**src/rtl/uart_tx_arbiter.sv**
```systemverilog
// Round-robin arbiter that shares one UART transmitter between NUM_REQ byte producers.
// It latches the winning byte, pulses tx_start and tracks tx_busy until the frame ends.
module uart_tx_arbiter #(
  parameter int unsigned NUM_REQ      = 4,
  parameter int unsigned DATA_W       = 8,
  parameter int unsigned BUSY_TIMEOUT = 16
) (
  input  logic                       clk_i,
  input  logic                       rst_i,
  input  logic [NUM_REQ-1:0]         req_valid_i,
  input  logic [NUM_REQ*DATA_W-1:0]  req_data_i,
  output logic [NUM_REQ-1:0]         req_ready_o,
  output logic [DATA_W-1:0]          tx_in_o,
  output logic                       tx_start_o,
  input  logic                       tx_busy_i,
  output logic [$clog2(NUM_REQ)-1:0] grant_id_o,
  output logic                       active_o,
  output logic                       done_o,
  output logic                       err_timeout_o
);

  localparam int unsigned GntW = $clog2(NUM_REQ);
  localparam int unsigned CntW = $clog2(BUSY_TIMEOUT) + 1;

  typedef enum logic [2:0] {StIdle, StGrant, StStart, StWaitBusy, StSending} state_e;

  state_e            state_q, state_d;
  logic [GntW-1:0]   grant_q, grant_d;
  logic [GntW-1:0]   last_q, last_d;
  logic [DATA_W-1:0] tx_in_q, tx_in_d;
  logic [CntW-1:0]   cnt_q, cnt_d;
  logic              done_q, done_d;
  logic              err_q, err_d;

  logic              pick_valid;
  logic [GntW-1:0]   pick;
  logic [GntW-1:0]   idx;

  // Scan from the farthest offset down so the nearest valid index after last_q wins.
  always_comb begin
    pick       = '0;
    pick_valid = 1'b0;
    idx        = '0;
    for (int i = NUM_REQ; i >= 1; i--) begin
      idx = GntW'((int'(last_q) + i) % int'(NUM_REQ));
      if (req_valid_i[idx]) begin
        pick_valid = 1'b1;
        pick       = idx;
      end
    end
  end

  always_comb begin
    state_d = state_q;
    grant_d = grant_q;
    last_d  = last_q;
    tx_in_d = tx_in_q;
    cnt_d   = cnt_q;
    done_d  = 1'b0;
    err_d   = 1'b0;
    case (state_q)
      StIdle: begin
        if (!tx_busy_i && pick_valid) begin
          grant_d = pick;
          state_d = StGrant;
        end
      end
      StGrant: begin
        // The byte is taken even if the requester dropped valid meanwhile.
        tx_in_d = req_data_i[int'(grant_q)*DATA_W +: DATA_W];
        last_d  = grant_q;
        state_d = StStart;
      end
      StStart: begin
        cnt_d   = '0;
        state_d = StWaitBusy;
      end
      StWaitBusy: begin
        if (tx_busy_i) begin
          state_d = StSending;
        end else if (cnt_q == CntW'(BUSY_TIMEOUT - 1)) begin
          err_d   = 1'b1;
          state_d = StIdle;
        end else if (cnt_q != '1) begin
          cnt_d = cnt_q + 1'b1;
        end
      end
      StSending: begin
        if (!tx_busy_i) begin
          done_d  = 1'b1;
          state_d = StIdle;
        end
      end
      default: state_d = StIdle;
    endcase
  end

  always_ff @(posedge clk_i or posedge rst_i) begin
    if (rst_i) begin
      state_q <= StIdle;
      grant_q <= '0;
      last_q  <= GntW'(NUM_REQ - 1);
      tx_in_q <= '0;
      cnt_q   <= '0;
      done_q  <= 1'b0;
      err_q   <= 1'b0;
    end else begin
      state_q <= state_d;
      grant_q <= grant_d;
      last_q  <= last_d;
      tx_in_q <= tx_in_d;
      cnt_q   <= cnt_d;
      done_q  <= done_d;
      err_q   <= err_d;
    end
  end

  assign req_ready_o   = (state_q == StGrant) ? (NUM_REQ'(1) << grant_q) : '0;
  assign tx_start_o    = (state_q == StStart);
  assign active_o      = (state_q != StIdle);
  assign tx_in_o       = tx_in_q;
  assign grant_id_o    = grant_q;
  assign done_o        = done_q;
  assign err_timeout_o = err_q;

endmodule

```
**config.mk**
```make
export PLATFORM = sky130hd
export DESIGN_NAME = uart_tx_arbiter
export DESIGN_NICKNAME = d
export VERILOG_FILES = /design/src/rtl/uart_tx_arbiter.sv
export SDC_FILE = /design/constraint.sdc
export NUM_CORES = 1
export LEC_CHECK = 0
export BUFFER_PORTS_ARGS = -buffer_cell sky130_fd_sc_hd__buf_4
export CAP_MARGIN = 20
export CORE_ASPECT_RATIO = 1.75
export CORE_UTILIZATION = 45
export DETAILED_ROUTE_END_ITERATION = 10
export PLACE_DENSITY = 0.77
export REMOVE_ABC_BUFFERS = 1
export SLEW_MARGIN = 20
export SYNTH_ARGS = -nofsm -noshare
export SYNTH_HDL_FRONTEND = slang
export SYNTH_SLANG_ARGS = --single-unit
```
**constraint.sdc**
```tcl
create_clock -name clk_i -period 5.15 [get_ports clk_i]
set_clock_uncertainty 0.2 [all_clocks]
set_input_delay 1.545 -clock clk_i [delete_from_list [all_inputs] [get_ports clk_i]]
set_output_delay 1.545 -clock clk_i [all_outputs]
set_load 0.01 [all_outputs]
```
Word level (Yosys, flattened, before mapping)
Index checks and enable logic that the tools add are counted.
Widths: inputs -> output; s select.
{"block": "totals", "memories": 0, "wordCells": 69, "output_inout_bits": 18, "register_bits": 22, "ram_bits": 0, "rom_bits": 0, "latchBits": 0, "in_bits": 39}
{"block": "classes", "n_mux": 31, "n_bitwise": 0, "n_div": 0, "n_lt_le_gt_ge": 4, "multipliers": 0, "eq_ne": 12, "addsub": 5, "n_reduce_logical": 8, "shift": 2}
{"op": "$shiftx 32x6->8", "n": 1}
{"op": "$mux 5", "n": 3}
{"op": "$pmux 3 s5", "n": 1}
{"op": "$mux 1", "n": 13}
{"op": "$lt 2x3->1 const B", "n": 4}
{"op": "$mux 3", "n": 4}
{"op": "$ne 2x2->1 const B", "n": 5}
{"op": "$pmux 5 s2", "n": 1}
{"op": "$bmux 1 s2", "n": 4}
{"op": "$mux 2", "n": 4}
{"op": "$eq 3x2->1 const B", "n": 2}
{"op": "$add 5x1->5 const B", "n": 1}
{"op": "$eq 5x4->1 const B", "n": 1}
{"op": "$ne 5x5->1 const B", "n": 1}
{"op": "$add 2x1->2 const B", "n": 2}
{"op": "$add 2x2->2 const B", "n": 2}
{"op": "$mux 4", "n": 1}
{"op": "$reduce_and 4->1", "n": 1}
{"op": "$shl 1x2->4 const A", "n": 1}
{"op": "$eq 3x1->1 const B", "n": 1}
{"op": "$eq 3x3->1 const B", "n": 1}
{"op": "$logic_not 3->1", "n": 1}
{"op": "$ne 3x3->1 const B", "n": 1}
{"op": "$reduce_and 3->1", "n": 1}
{"op": "5 further kinds", "n": 5}

Depth between registers and ports, before layout
Gate-level depths: netlist of the first run.
{"block": "logic_depth", "word_depth": 10, "mapped_depth": 7, "depth_no_buf": 7}

Worst setup path before layout of the first run
No wires, ideal clock.
{"block": "synth_timing", "path_kind": "register to output", "start": "register state_q[2]", "end": "output req_ready_o[0]", "stages_incl_launch_ff": 4, "setup_slack_ns": 2.084, "required_ns": 3.405, "path_buffers": 1, "arrival_ns": 1.321, "path_cell_list": "dfrtp_1 nor3_2 buf_2 nor3b_1"}
{"block": "synth_between", "elab_chain_len": 2}
{"item": "start: declaration", "line_no": "27", "rtl": "state_e state_q, state_d;"}
{"item": "start signal: assignment", "line_no": "100", "rtl": "state_q <= StIdle;"}
{"item": "start signal: assignment", "line_no": "108", "rtl": "state_q <= state_d;"}
{"item": "$eq 3x1->1", "line_no": "118", "rtl": "assign req_ready_o = (state_q == StGrant) ? (NUM_REQ'(1) << grant_q) : '0;"}
{"item": "$mux 4", "line_no": "118"}
{"item": "end: declaration", "line_no": "12", "rtl": "output logic [NUM_REQ-1:0] req_ready_o,"}
No other way between the ends.

Final worst setup path of the first run
{"block": "layout_timing", "start": "register state_q[0]", "end": "output req_ready_o[0]"}
Same word-level chain as after synthesis.

==> run summary, run 1 <==
Die Y: 72 um
Maxcap violations: 0
Post-CTS Resized: 0
Count of flip-flops with a built-in enable after synthesis: 0
Max Fanout on Critical Path: 14
# port buffers: 56
First-pass GRT wire length: 4.84 mm
Cts bufs inserted: 3
Crit Path Class: register to output port
Synthesized area: 1260 um2
CTS Root Cell: clkbuf_8
FP Rows: 25
Final instance area: 1760 um2
Starting density of the core: 0.468
Final period util: 0.731
Syn Inst Count: 113
RSZ-0062 raised after global routing: false
Sink Count: 22
Final hold violations: 0
Clock power share: 0.178
Clock slew at reported path FFs: 0.08 ns
Placed cell area: 1690 um2
Worst setup EP type: output port
Global-route usage over all layers: 0.212
Comb pwr share: 0.449
Finished Core Util: 0.655
Critical path launch point type: register
Most used flip-flop cell after synthesis: dfrtp_1
Nets: 211
Final setup vio count: 0
Final setup TNS: 0 ns
Achievable frequency: 266 MHz
Slew margin rel.: 0.423
Status: finished, final reports clean
Initial antenna violation count: 0
Layout cells sized above 1: 0.488
Antenna Nets Post-Route: 0
Synth cell types: 31
Hold crit path type: register to register
Synth Register Bits: 22
Worst Path Arrival: 2.02 ns
Antenna cells: 0
Routed vias/inst: 5.69
Part of the power in registers: 0.374
Final HPWL DP: 2.48 mm
Post-route DRC: 0
Vias in the first global route: 1098
Worst Path Required: 3.41 ns
Routed vias: 1109
Leak: 0.828 nW
R2R depth: 7
Clk_lat worst skew: 0.27 ns
Switch Pwr: 0.321 mW
Core Footprint: 2690 um2
WL final: 3.08 mm
Grt ovf: 0
Internal power: 0.583 mW
H-tree depth: 1
VDD IR max: 368 uV
Setup bufs post-CTS: 0
Io pins: 57
Pwr Density: 513 nW/um2
Register-to-register setup slack: 2.94 ns
Largest net degree at the start of global routing: 23
TritonCTS clock tree: built
Initial drt markers: 22
Seq/Total Area, Yosys: 0.439
Total power: 0.904 mW
Mean routed wirelength per cell: 15.8 um
TritonRoute pass-1 iters: 4
Layout fillers: 219
Syn Area/Cell: 11.2 um2
WHS Path Cells: 2
Clock buffer depth: 2
Chip width: 42 um
YS warnings: 0
Fraction of registers with async set/reset: 1.00
Layout overhead on the synthesized area: 39.9%
Placer Congestion: 0.822
Die ar.: 3020 um2
Sw Share: 0.356
Max Slew Vio Count: 0
Slew at the pin with the worst max-slew slack: 0.861 ns
Hold_buf cts: 0
Tmin final: 3.76 ns
-- placed cells by master, fill, tap and decap left out, types with 2 or more instances in the layout --
master and n:
o21ai_0 5, dfstp_2 2, nand2b_1 4, buf_4 56, nor2b_1 2, clkbuf_8 3
nor3b_1 2, inv_1 8, mux4_2 8, o21ai_1 6, nor2_1 8, nor3_1 4
a21oi_1 5, and3_1 2, nand2_1 7, mux2_2 8, ha_1 3, dfrtp_1 20
nor3_2 2
-- logic make-up (layout without fill, tap and decap cells) --
| logic type | count (synthesis) | in the layout | share of synthesized area |
|---|---|---|---|
| adders and majority gates | 3 | 3 | 0.0298 |
| AOI/OAI and AO/OA | 20 | 20 | 0.0904 |
| buffers and inverters | 13 | 68 | 0.0417 |
| and+or+nand+nor | 38 | 38 | 0.176 |
| muxes | 17 | 17 | 0.223 |
| DFF | 22 | 22 | 0.439 |
-- registers in the layout, indices dropped and copies added (netlist names) --
signal	count
err_timeout_o	1
done_o	1
tx_in_o	8
grant_id_o	2
last_q	2
state_q	3
cnt_q	5
-- worst paths after layout --
check / to / from
worst min-delay path: last_q[0] / last_q[0]
worst max-delay path: req_ready_o[0] / state_q[0]
worst min register to register: last_q[0] / last_q[0]
max in group asynchronous: tx_in_o[1] / rst_i
min in group asynchronous: cnt_q[1] / rst_i
worst max register to register: cnt_q[3] / cnt_q[0]
-- critical path, stage by stage (launching register included) --
cell	delay, ns
dfrtp_1	0.51
inv_1	0.13
nor3_2	0.67
nor3b_1	0.28
buf_4	0.16
-- per-layer routing --
| metal | global-route usage | vias up | wire length, um |
|---|---|---|---|
| met1 | 0.220 | 521 | 1100 |
| met5 | 0 | - | 0 |
| li1 | - | 522 | - |
| met3 | 0.0647 | 9 | 285 |
| met2 | 0.373 | 57 | 1610 |
| met4 | 0.115 | 0 | 85 |
-- through the flow --
step / std cells / hold slack [ns] / setup slack (ns)
final: 195 / 0.308 / 1.39
after floorplan: 108 / 0.267 / 1.95
after global placement: 191 / 0.295 / 1.78
after global routing: 195 / 0.326 / 1.17
after CTS: 195 / 0.312 / 1.40
after detailed placement: 191 / 0.300 / 1.70
-- synth_stat cells (2+ instances only) --
library cell	n	area, um2
nand2_1	7	26.3
nor3b_1	2	15.0
nor3_1	4	20.0
and3_1	2	12.5
mux2_2	8	90.1
nor3_2	2	20.0
o21ai_1	6	30.0
dfrtp_1	20	500
nor2_1	8	30.0
inv_1	8	30.0
ha_1	3	37.5
nor2b_1	2	12.5
dfstp_2	2	52.6
a21oi_1	5	25.0
clkbuf_1	2	7.51
buf_2	3	15.0
nand2b_1	4	25.0
o21ai_0	5	25.0
mux4_2	8	180
-- power by group through the flow --
stage	Combinational, mW	Clock (mW)	Sequential [mW]
floorplan	0.231	0	0.340
global placement	0.390	0	0.333
detailed placement	0.409	0	0.341
CTS	0.410	0.164	0.337
global route	0.439	0.170	0.352
finish	0.406	0.161	0.338
-- layout make-up --
class | instances | area, um2 | share of cell area
multi-input combinational | 78 | 654 | 0.371
sequential | 22 | 553 | 0.314
timing repair buffer | 56 | 420 | 0.238
clock buffer | 3 | 41.3 | 0.0234
tap | 27 | 33.8 | 0.0192
clock inverter | 1 | 30.0 | 0.0170
inverter | 8 | 30.0 | 0.0170
Note: power is estimated with default switching activity, not from simulation.
==> run 2: changes to the inputs <==
- clock period: 5.15 -> 3.7 ns (I/O delays scaled with it)
==> run 2 against run 1 <==
Critical endpoint unchanged. Core utilization is 0.70 points lower. Non-clock buffer count is 1 higher. Via count is 2.5% lower. Die area stayed put. Highest routed layer unchanged. Wire length is 9.0% lower.
==> run summary, run 2 (synthesis results as in run 1) <==
Layout overhead on the synthesized area: 38.4%
Minimum hold slack: 0.311 ns
Maxcap violations: 0
Post-route setup slack: 0.694 ns
Antenna cells: 0
Tmin final: 3.01 ns
Status: finished, final reports clean
Largest net degree at the start of global routing: 23
TritonCTS clock tree: built
Clock slew at reported path FFs: 0.07 ns
Placement Setup Slack: 0.985 ns
Max reg flops: 8
Clk_lat worst skew: 0.26 ns
Worst Path Required: 2.39 ns
Max Slew Vio Count: 0
VDD IR max: 405 uV
Crit Path Class: register to output port
Layout fillers: 225
Final period util: 0.813
Chip width: 42 um
Cts bufs inserted: 3
Worst r2r src: cnt_q[0]
Setup bufs post-CTS: 0
Placer Congestion: 0.775
Total power: 1.17 mW
Pwr Density: 673 nW/um2
Die ar.: 3020 um2
Crit-path slowest cell: dfrtp_1
First-pass GRT wire length: 4.71 mm
Vias in the first global route: 1085
Hold crit path type: register to register
Final setup TNS: 0 ns
FP Rows: 25
Achievable frequency: 333 MHz
Core Footprint: 2690 um2
Final HPWL DP: 2.32 mm
H-tree depth: 1
Die Y: 72 um
Mean routed wirelength per cell: 14.3 um
Crit path buffers/inverters: 2
Critical Path Start: state_q[0]
Initial antenna violation count: 0
Leak: 0.820 nW
Most frequent cells in the layout: buf_4, dfrtp_1
Max Fanout on Critical Path: 11
Worst Path Arrival: 1.70 ns
Slew at the pin with the worst max-slew slack: 0.814 ns
Routed vias: 1081
Nets: 212
Critical path launch point type: register
CP max stage delay: 0.51 ns
Post-CTS Resized: 0
Slew margin rel.: 0.457
Commonest non-fill, non-tap cell in the layout: buf_4
CP top delay family: simple AND/OR/NAND/NOR gates
Clock buffer depth: 2
Routed vias/inst: 5.52
RSZ-0062 raised after global routing: false
# port buffers: 56
Starting density of the core: 0.468
Final hold violations: 0
TritonRoute pass-1 iters: 3
Io pins: 57
CP cell instances: inv_1 > nor3_2 > nor3b_1 > buf_4
CTS Root Cell: clkbuf_8
Antenna Nets Post-Route: 0
Sink Count: 22
Grt ovf: 0
Global-route usage over all layers: 0.201
HP Start: tx_in_o[0]
Post-route DRC: 0
Worst setup EP type: output port
WL final: 2.81 mm
Initial drt markers: 12
Final setup vio count: 0
Layout cells sized above 1: 0.485
Hold_buf cts: 0
[run 2: cell count changes in the layout (fill, tap and decap cells not counted)]
cell       change
buf_4          +1
bufinv_16      -1
clkbuf_1       +1
[run 2: metrics by stage]
stage / instance area, um2 / util / instances
finish: 1740 / 0.648 / 196
global route: 1740 / 0.648 / 196
CTS: 1740 / 0.648 / 196
detailed placement: 1700 / 0.632 / 192
global placement: 1700 / 0.632 / 192
floorplan: 1240 / - / 108
[run 2: routing by layer]
metal	share of wire	global-route usage	up-vias	routed length, um
li1	-	-	522	-
met1	0.36	0.217	505	1020
met2	0.52	0.366	51	1470
met3	0.095	0.0622	3	267
met4	0.015	0.0645	0	42
met5	0	0	-	0
[run 2: area by class of cell]
type,instances,area (um2),share of cell area
Multi-Input combinational cell,78,654,0.375
Timing Repair Buffer,57,428,0.245
Tap cell,27,33.8,0.0194
Sequential cell,22,553,0.317
Inverter,8,30.0,0.0172
Clock buffer,4,45.0,0.0258
[run 2: final timing paths]
kind	end	slack (ns)	cells after the start
max in group asynchronous	cnt_q[4]	1.99	2
max reg2reg	cnt_q[3]	1.52	7
min in group asynchronous	err_timeout_o	0.80	2
min reg2reg	tx_in_o[0]	0.31	1
max	req_ready_o[0]	0.69	4
min	tx_in_o[0]	0.31	1
[run 2: worst register-to-register path, cell delays in order, from the launching register on]
cell,delay (ns)
dfrtp_1,0.41
ha_1,0.24
and3_1,0.21
ha_1,0.24
nor3_2,0.27
nand4_1,0.15
or3_1,0.32
o21ai_1,0.08
[run 2: where the power goes]
| part | leakage [nW] | switching [mW] | internal, mW |
|---|---|---|---|
| Combinational | 0.527 | 0.227 | 0.332 |
| Clock | 0.0228 | 0.0733 | 0.0769 |
| Sequential | 0.271 | 0.126 | 0.340 |
